==> config.mk <==
export PLATFORM = sky130hd
export DESIGN_NAME = serial_cmp_ctrl
export DESIGN_NICKNAME = d
export VERILOG_FILES = /design/src/rtl/serial_cmp_ctrl.sv
export SDC_FILE = /design/constraint.sdc
export NUM_CORES = 1
export LEC_CHECK = 0
export ABC_AREA = 1
export BUFFER_PORTS_ARGS = -buffer_cell sky130_fd_sc_hd__buf_2
export CAP_MARGIN = 20
export CELL_PAD_IN_SITES_DETAIL_PLACEMENT = 1
export CELL_PAD_IN_SITES_GLOBAL_PLACEMENT = 2
export CORE_ASPECT_RATIO = 1.25
export CORE_MARGIN = 4
export CORE_UTILIZATION = 32
export CTS_CLUSTER_DIAMETER = 30
export DETAILED_ROUTE_END_ITERATION = 10
export GPL_ROUTABILITY_DRIVEN = 0
export PLACE_DENSITY_LB_ADDON = 0.1
export SLEW_MARGIN = 20
export SYNTH_ARGS = -nofsm -noshare
export SYNTH_HDL_FRONTEND = slang
export SYNTH_SLANG_ARGS = --single-unit
==> constraint.sdc <==
create_clock -name clk -period 2.8 [get_ports clk]
set_input_delay 0.28 -clock clk [delete_from_list [all_inputs] [get_ports clk]]
set_output_delay 0.28 -clock clk [all_outputs]
set_load 0.01 [all_outputs]
==> src/rtl/serial_cmp_ctrl.sv <==
// serial_cmp_ctrl: sequencer for a bit-serial magnitude comparator.
// One N-bit operand pair per accepted start, scanned MSB-first at one bit per
// clock, with an early exit on the first differing bit. The result flags and
// the examined-bit count are held until the next accepted start.
//
// Build option: define SERIAL_CMP_GRAY_IN_EN to treat a/b as Gray-coded. Each
// operand is then decoded to binary in the load path, with no added latency.
// Port list and timing are the same in both builds.
//
// Ports:
//   clk    in   rising-edge clock
//   rst    in   synchronous active-high reset
//   start  in   request, sampled only while ready=1
//   a, b   in   N-bit operands, sampled on an accepted start
//   ready  out  a start will be accepted (IDLE or DONE)
//   busy   out  comparison in progress
//   done   out  one-cycle pulse; result flags are valid from this cycle
//   aeqb   out  A == B
//   agtb   out  A > B (unsigned)
//   altb   out  A < B (unsigned)
//   cycles out  number of bits examined for the last result (1..N)
module serial_cmp_ctrl #(
  parameter int unsigned N  = 8,
  parameter int unsigned IW = 5
) (
  input  logic          clk,
  input  logic          rst,
  input  logic          start,
  input  logic [N-1:0]  a,
  input  logic [N-1:0]  b,
  output logic          ready,
  output logic          busy,
  output logic          done,
  output logic          aeqb,
  output logic          agtb,
  output logic          altb,
  output logic [IW:0]   cycles
);

  localparam logic [1:0] IDLE    = 2'd0;
  localparam logic [1:0] COMPARE = 2'd1;
  localparam logic [1:0] DONE    = 2'd2;

  logic [1:0]    state, state_nx;
  logic [N-1:0]  ra, rb, ra_nx, rb_nx;
  logic [N-1:0]  lda, ldb;
  logic [N-1:0]  sha, shb;
  logic [IW-1:0] idx, idx_nx;
  logic          bit_a, bit_b;
  logic          aeqb_nx, agtb_nx, altb_nx;
  logic [IW:0]   cycles_nx;
  logic          ready_nx, busy_nx, done_nx;

`ifdef SERIAL_CMP_GRAY_IN_EN
  // Gray to binary: each binary bit is the XOR of all Gray bits at or above it.
  function automatic logic [N-1:0] gray2bin(input logic [N-1:0] g);
    logic [N-1:0] r;
    r = g;
    for (int unsigned s = 1; s < N; s++) begin
      r = r ^ (g >> s);
    end
    return r;
  endfunction

  assign lda = gray2bin(a);
  assign ldb = gray2bin(b);
`else
  assign lda = a;
  assign ldb = b;
`endif

  // Current bit under examination; shifting avoids an index narrower/wider than N.
  assign sha   = ra >> idx;
  assign shb   = rb >> idx;
  assign bit_a = sha[0];
  assign bit_b = shb[0];

  // Next-state and next-output logic.
  always_comb begin
    state_nx  = state;
    ra_nx     = ra;
    rb_nx     = rb;
    idx_nx    = idx;
    aeqb_nx   = aeqb;
    agtb_nx   = agtb;
    altb_nx   = altb;
    cycles_nx = cycles;

    case (state)
      IDLE, DONE: begin
        if (start) begin
          state_nx  = COMPARE;
          ra_nx     = lda;
          rb_nx     = ldb;
          idx_nx    = IW'(N - 1);
          aeqb_nx   = 1'b0;
          agtb_nx   = 1'b0;
          altb_nx   = 1'b0;
          cycles_nx = '0;
        end else if (state == DONE) begin
          state_nx = IDLE;
        end
      end
      COMPARE: begin
        cycles_nx = cycles + (IW+1)'(1);
        if (bit_a && !bit_b) begin
          agtb_nx  = 1'b1;
          state_nx = DONE;
        end else if (!bit_a && bit_b) begin
          altb_nx  = 1'b1;
          state_nx = DONE;
        end else if (idx == '0) begin
          aeqb_nx  = 1'b1;
          state_nx = DONE;
        end else begin
          idx_nx = idx - IW'(1);
        end
      end
      default: state_nx = IDLE;
    endcase

    ready_nx = (state_nx != COMPARE);
    busy_nx  = (state_nx == COMPARE);
    done_nx  = (state_nx == DONE);
  end

  // State and registered outputs.
  always_ff @(posedge clk) begin
    if (rst) begin
      state  <= IDLE;
      ra     <= '0;
      rb     <= '0;
      idx    <= '0;
      aeqb   <= 1'b0;
      agtb   <= 1'b0;
      altb   <= 1'b0;
      cycles <= '0;
      ready  <= 1'b1;
      busy   <= 1'b0;
      done   <= 1'b0;
    end else begin
      state  <= state_nx;
      ra     <= ra_nx;
      rb     <= rb_nx;
      idx    <= idx_nx;
      aeqb   <= aeqb_nx;
      agtb   <= agtb_nx;
      altb   <= altb_nx;
      cycles <= cycles_nx;
      ready  <= ready_nx;
      busy   <= busy_nx;
      done   <= done_nx;
    end
  end

endmodule

; After elaboration in Yosys (flattened, before gate mapping)
; Cells that the tools add are included.
[totals]
elab_cells = 64
latchBits = 0
ff_bits = 35
mem_bits_ro = 0
memories = 0
ramBits = 0
[op_classes]
bitwise = 0
mul = 0
n_eq_ne = 12
n_mux = 23
n_div = 0
shifts = 2
reduce_logical = 14
n_lt_le_gt_ge = 0
addsub = 2
[op_table]
columns = cell, count
row1 = 5-bit 2-to-1 mux, 4
row2 = 8-bit by 5-bit >> shifter with 1-bit output, 2
row3 = 2-bit != test (second input constant), 7
row4 = 6-bit one-hot mux with 2 select lines, 1
row5 = 2-bit 2-to-1 mux, 5
row6 = 5-bit one-hot mux with 2 select lines, 1
row7 = 5-bit AND reduction, 2
row8 = 1-bit 2-to-1 mux, 7
row9 = 6-bit by 1-bit adder with 6-bit output (second input constant), 1
row10 = 6-bit 2-to-1 mux, 1
row11 = 1-bit one-hot mux with 2 select lines, 3
row12 = 5-bit logical NOT, 1
row13 = 5-bit by 1-bit subtractor with 5-bit output (second input constant), 1
row14 = 2-bit by 1-bit == test with 1-bit output (second input constant), 2
row15 = 2-bit == test (second input constant), 2
row16 = 2-bit one-hot mux with 2 select lines, 1
row17 = 2-bit AND reduction, 2
row18 = 4-bit AND reduction, 1
row19 = 3-bit AND reduction, 1
row20 = 1-bit logical AND, 2
row21 = 1-bit logical NOT, 2
row22 = 2-bit logical NOT, 1
row23 = 2-bit by 1-bit != test with 1-bit output (second input constant), 1
row24 = 2-bit nonzero test, 1
row25 = 2-bit OR reduction, 1

; Longest topological paths before layout
; Gate-level depths: netlist of run 1.
[depth]
depth_word = 7
depth_mapped = 13
ltp_nobuf = 12

; Worst setup path before layout of run 1
; Ideal clock, no wire load.
[synth_timing]
path_kind = reg2reg
start = register idx[0]
end = register idx[3]
path_stages_with_launch = 10
period_less_slack_ps = 1382
setup_slack_ps = 1418
setup_ps = 113
arrival_time_ps = 1269
required_time_ps = 2687
cell_sequence = dfxtp_1 inv_2 buf_6 ha_1 nand3_1 nand2_1 inv_1 nand3_4 nor2_1 nor2_1
[synth_via]
elab_chain_cells = 5
[synth_rtl]
columns = element, line_no
row1 = start: declaration, 48  ; logic [IW-1:0] idx, idx_nx;
row2 = start signal: assignment, 145  ; idx <= idx_nx;
row3 = 5-bit by 1-bit subtractor with 5-bit output (tied with other cells), 116  ; idx_nx = idx - IW'(1);
row4 = 5-bit 2-to-1 mux (tied with other cells), 112  ; end else if (idx == '0) begin
row5 = 5-bit 2-to-1 mux (tied with other cells), 109  ; end else if (!bit_a && bit_b) begin
row6 = 5-bit 2-to-1 mux / 2-bit != test (equally long branches), -
row7 = 5-bit one-hot mux with 2 select lines / 5-bit AND reduction (equally long branches), -
; Several ways; a longest one is shown, not always the timed one. The select of a mux whose other input is x is not followed.
; A chain may end at the register's enable or synchronous reset.

; Worst setup path after layout of run 1
; Ends and elaborated chain as after synthesis.

==> results of run 1 <==
-- worst max-delay path, cell delays in order (launching register included) --
cell and delay [ns]:
dfxtp_1 0.55, inv_2 0.19, ha_1 0.23, nand3_1 0.18, nand2_1 0.07, inv_1 0.15, nand3_4 0.14, nand2_1 0.08
nand2_1 0.04, nor2_1 0.10
-- logic make-up after synthesis --
kind of cell	Yosys count
AND/OR/NAND/NOR	98
adder cells (fa/ha/maj)	3
flip-flops	35
AO/OA/AOI/OAI	46
buffers and inverters	43
XOR/XNOR	1
-- metrics by stage --
stage / std cells / util [%]
finish: 316 / 39.36
global route: 316 / 39.36
CTS: 316 / 39.36
detailed placement: 309 / 37.56
global placement: 309 / 37.56
floorplan: 226 / -
-- metal layers --
metal,GRT usage [%],vias to the layer above
li1,-,781
met1,16.81,668
met2,24.69,23
met3,3.330,6
met4,5.128,0
met5,0,-
-- final cells by class --
type                            count  share of cell area [%]
Multi-Input combinational cell    148                   39.88
Inverter                           35                   6.854
Timing Repair Buffer               31                   8.225
Tap cell                           60                   3.916
Clock inverter                      1                  0.2611
Clock buffer                        6                   4.308
Sequential cell                    35                   36.55
-- registers in the layout, summed over array words and instances (netlist names), 2 cells and up --
name	flops
cycles	6
rb	8
ra	8
state	2
idx	5
-- synthesized netlist by cell type, types with 2 or more instances --
cell type,n
a21oi_1,21
a31oi_1,3
buf_6,2
clkbuf_1,4
dfxtp_1,35
ha_1,3
inv_1,30
inv_2,5
nand2_1,48
nand2_2,3
nand3_1,13
nand3_4,2
nand4_1,4
nor2_1,21
nor3_1,3
o21ai_0,18
-- final timing paths --
path	startpoint	to	depth (start not counted)
max	idx[0]	idx[3]	9
max reg2reg	idx[0]	idx[3]	9
min	b[2]	rb[2]	3
min reg2reg	ra[2]	ra[2]	2
-- report_power, final --
group          internal, mW  switching, mW
Combinational         0.282          0.546
Sequential            0.624         0.0869
Clock                 0.193          0.177
==> results.toml, run 1 <==
[final_layout]
layout_common_cells = "48 x nand2_1, 35 x dfxtp_1, 30 x inv_1, 30 x buf_2"
nNetsFinal = 278
seqCellArea_um2 = 700.7
layout-drive-gt1-share_pct = 19.92
fill_cells = 641
layout_commonest_cell = "nand2_1"
diodes = 0
design_area_um2 = 1917
syn2layout_area_growth_pct = 16.68
multiInputGateArea_um2 = 764.5

[die]
rows = 28
start_util_pct = 33.74
coreArea_um2 = 4870
die_area_um2 = 6351
die_w_um = 72.09
die_h_um = 88.11
ios = 31

[power_and_ir_drop]
total_power_mw = 1.908
p_per_area_nw_per_um2 = 995.4
vdd_drop_max_uv = 402.3
leakage_nw = 0.9066

[clocking]
cts_made_buffers = 5
clkLatencyLatePin_ns = 0.28
path_clk_slew_ns = 0.07
cts-root-buf = "clkbuf_8"
cts.hold.buffers_added = 0
clockBufferDepth = 2
cts_max_level = 2
post_cts_buffers = 0
cts_tree = "yes"
clock-sinks = 35
cts_resized = 0

[route]
drt_iter0_drc = 69
dr_wl_met3_um = 145
vias = 1478
highest_layer = "met4"
ant_nets = 0
wl_per_cell_um = 12.57
drt-met1-wl_mm = 1.833
vias_per_cell = 4.677
route.detailed.drc = 0
met2_length_mm = 1.940
dr.pass1.iters = 4
wirelength_mm = 3.973

[grt]
grt-ovfl-total = 0
grt_pass1_vias = 1528
grt_max_degree = 36
grt_pass1_wl_mm = 7.113
grt_util_all_layers_pct = 14.16
antenna_found_initial = 0

[synthesis]
async_flop_share_pct = 0
synthesis.area_um2 = 1643
synth_edf_count = 0
synth_top_family_by_area = "simple AND/OR/NAND/NOR gates"
synth-xor-area-share_pct = 0.5331
ys_ff_latch = 35
synthMuxAreaShare_pct = 0
synth_cells = 226
yosys-top-cells-area = "dfxtp_1 43%, nand2_1 11%, inv_1 6.9%"
synth_ff_type = "dfxtp_1"
avgSynthCellArea_um2 = 7.269
synthAdderAreaFrac_pct = 2.285
yosys_warnings = 0
synth-compound-area-share_pct = 15.00
ys_types = 27
yosys.area_share.simple_pct = 28.71
yosysSeqAreaShare_pct = 42.65
synth_nets = 248
synth_top_area_cell = "dfxtp_1"
synth_top_area_share_pct = 42.65

[worst_setup_path]
r2r_setup_slack_ns = 0.99
cp.arrival_ns = 2.03
critPathRequiredTime_ns = 3.02
crit_fanout = 12
criticalPathCategory = "register to register"
end_kind = "register"
start_kind = "register"

[timing]
setup_slack_ns = 0.9934
tightest_slew_ns = 0.6928
fin_crit_sh_pct = 64.52
finalSetupViolCount = 0
fin_crit_ns = 1.807
rsz0062_at_grt = "no"
worst_clock_skew_ns = 0.006097
timing.fmax_mhz = 553.5
hold_viol = 0
slew_viol_final = 0
tns_ns = 0
whs_ns = 0.2596
slew_headroom_pct = 53.76

[run_status]
outcome = "completed"

[job]
maxCapViolCount = 0

[hold_path]
min_path_type = "input port to register"

[placed_design]
io_buffers = 30
place_area_um2 = 1829
dp_slack_ns = 0.9740
hpwl_mm = 2.922
Power figures use the tool's default switching activity.
==> run 2, diff against run 1 <==
CORE_UTILIZATION = 27   (was 32)
clock period = 1.5 ns   (was 2.8 ns; I/O delays follow)
==> results.toml, run 2 (synthesis gave the netlist of run 1 again) <==
[run_status]
outcome = "completed"

[final_layout]
design_area_um2 = 2198
layout_common_cells = "37 x nand2_1, 32 x dfxtp_1, 30 x inv_1, 30 x buf_2"
seqCellArea_um2 = 706.9
utilization_pct = 37.53
multiInputGateArea_um2 = 837.1
layout-drive-gt1-share_pct = 33.69
fill_cells = 743
syn2layout_area_growth_pct = 33.82
instances_no_fill = 361
reg_top3 = "ra: 8 flops, rb: 8 flops, cycles: 6 flops"
layout_commonest_cell = "nand2_1"
nNetsFinal = 300
diodes = 0

[route]
wl_per_cell_um = 12.73
route.detailed.drc = 0
vias_per_cell = 4.421
drt_iter0_drc = 25
wirelength_mm = 4.596
ant_nets = 0
dr.pass1.iters = 4
vias = 1596

[hold_path]
min_path_type = "input port to register"

[clocking]
cts_max_level = 2
cts-root-buf = "clkbuf_8"
cts_tree = "yes"
clock-sinks = 35
path_clk_slew_ns = 0.07
clkLatencyLatePin_ns = 0.29
clockBufferDepth = 2
cts_made_buffers = 5

[worst_setup_path]
crit_fanout = 7
start_kind = "register"
critPathRequiredTime_ns = 1.68
cp.arrival_ns = 1.67
r2r_end = "altb"
worst-r2r-cell-count = 9
end_kind = "register"
cp-endpoint = "altb"
r2r_setup_slack_ns = 0.006
criticalPathCategory = "register to register"
startpoint = "idx[0]"
timing.rr.start = "idx[0]"

[power_and_ir_drop]
p_per_area_nw_per_um2 = 1883
leakage_nw = 1.019
total_power_mw = 4.140
vdd_drop_max_uv = 661.8

[job]
maxCapViolCount = 0

[timing]
fin_crit_ns = 1.494
worst_clock_skew_ns = 0.005968
timing.fmax_mhz = 669.4
fin_crit_sh_pct = 99.59
slew_headroom_pct = 78.86
setup_slack_ns = 0.006167
whs_ns = 0.1384
tns_ns = 0
rsz0062_at_grt = "yes"
hold_viol = 0
slew_viol_final = 0
tightest_slew_ns = 0.3171
finalSetupViolCount = 0

[grt]
grt_max_degree = 35
grt_pass1_vias = 1642
grt_util_all_layers_pct = 13.03
grt_pass1_wl_mm = 7.507
antenna_found_initial = 0
grt-ovfl-total = 0

[placed_design]
io_buffers = 30
dp_cells = 349
dp_slack_ns = -0.09481
hpwl_mm = 3.428
place_area_um2 = 1992

[die]
die_h_um = 95.21
coreArea_um2 = 5857
ios = 31
die_area_um2 = 7404
start_util_pct = 28.05
die_w_um = 77.77
rows = 31
==> run 2: changes by cell type in the layout (fill, tap and decap cells not counted), sizes merged <==
cell,change
buf,+22
clkinvlp,+1
==> run 2: timing repair <==
item | CTS | global route
setup endpoints to repair | 8 | 11
pin swaps | 1 | 11
endpoints found under the hold margin | 0 | 0
gates resized for setup | 6 | 25
cloned | 0 | 0
setup buffers | 1 | 3
hold buffers | 0 | 0
==> run 2: metal layers <==
layer  wire (um)  share of wire, %  global-route usage, %
met2        2387                52                  23.64
met5           0                 0                      0
met1        1983                43                  14.68
met4          74               1.6                  4.451
met3         150               3.3                  3.497
==> run 2: area by class of cell <==
type	instances	area share (%)
sequential	35	32.16
clock inverter	2	0.5692
tap	82	4.667
clock buffer	6	3.301
inverter	35	6.204
timing repair buffer	53	15.03
multi-input combinational	148	38.08
==> run 2: power by group <==
part | internal (mW) | switching, mW | total [mW]
clock | 0.325 | 0.350 | 0.674
combinational | 0.868 | 1.28 | 2.15
sequential | 1.18 | 0.143 | 1.32
total | 2.37 | 1.77 | 4.14
==> run 2: how the worst min path moves through the flow <==
stage / startpoint / endpoint / slack, ns / cells after the start
finish: a[6] / ra[6] / 0.14 / 3
global route: a[6] / ra[6] / 0.17 / 3
CTS: b[0] / rb[0] / 0.14 / 3
detailed placement: b[4] / rb[4] / 0.44 / 3
global placement: a[0] / ra[0] / 0.43 / 3
floorplan: b[2] / rb[2] / 0.32 / 2
==> run 2: worst max-delay path, cell delays in order, from the launching register on <==
cell and delay [ns]:
dfxtp_4 0.38, buf_6 0.12, nand2_1 0.05, nand3_1 0.10, nand2_2 0.07, nand2_2 0.10
nand2_2 0.08, buf_4 0.13, buf_4 0.12, a32o_1 0.23
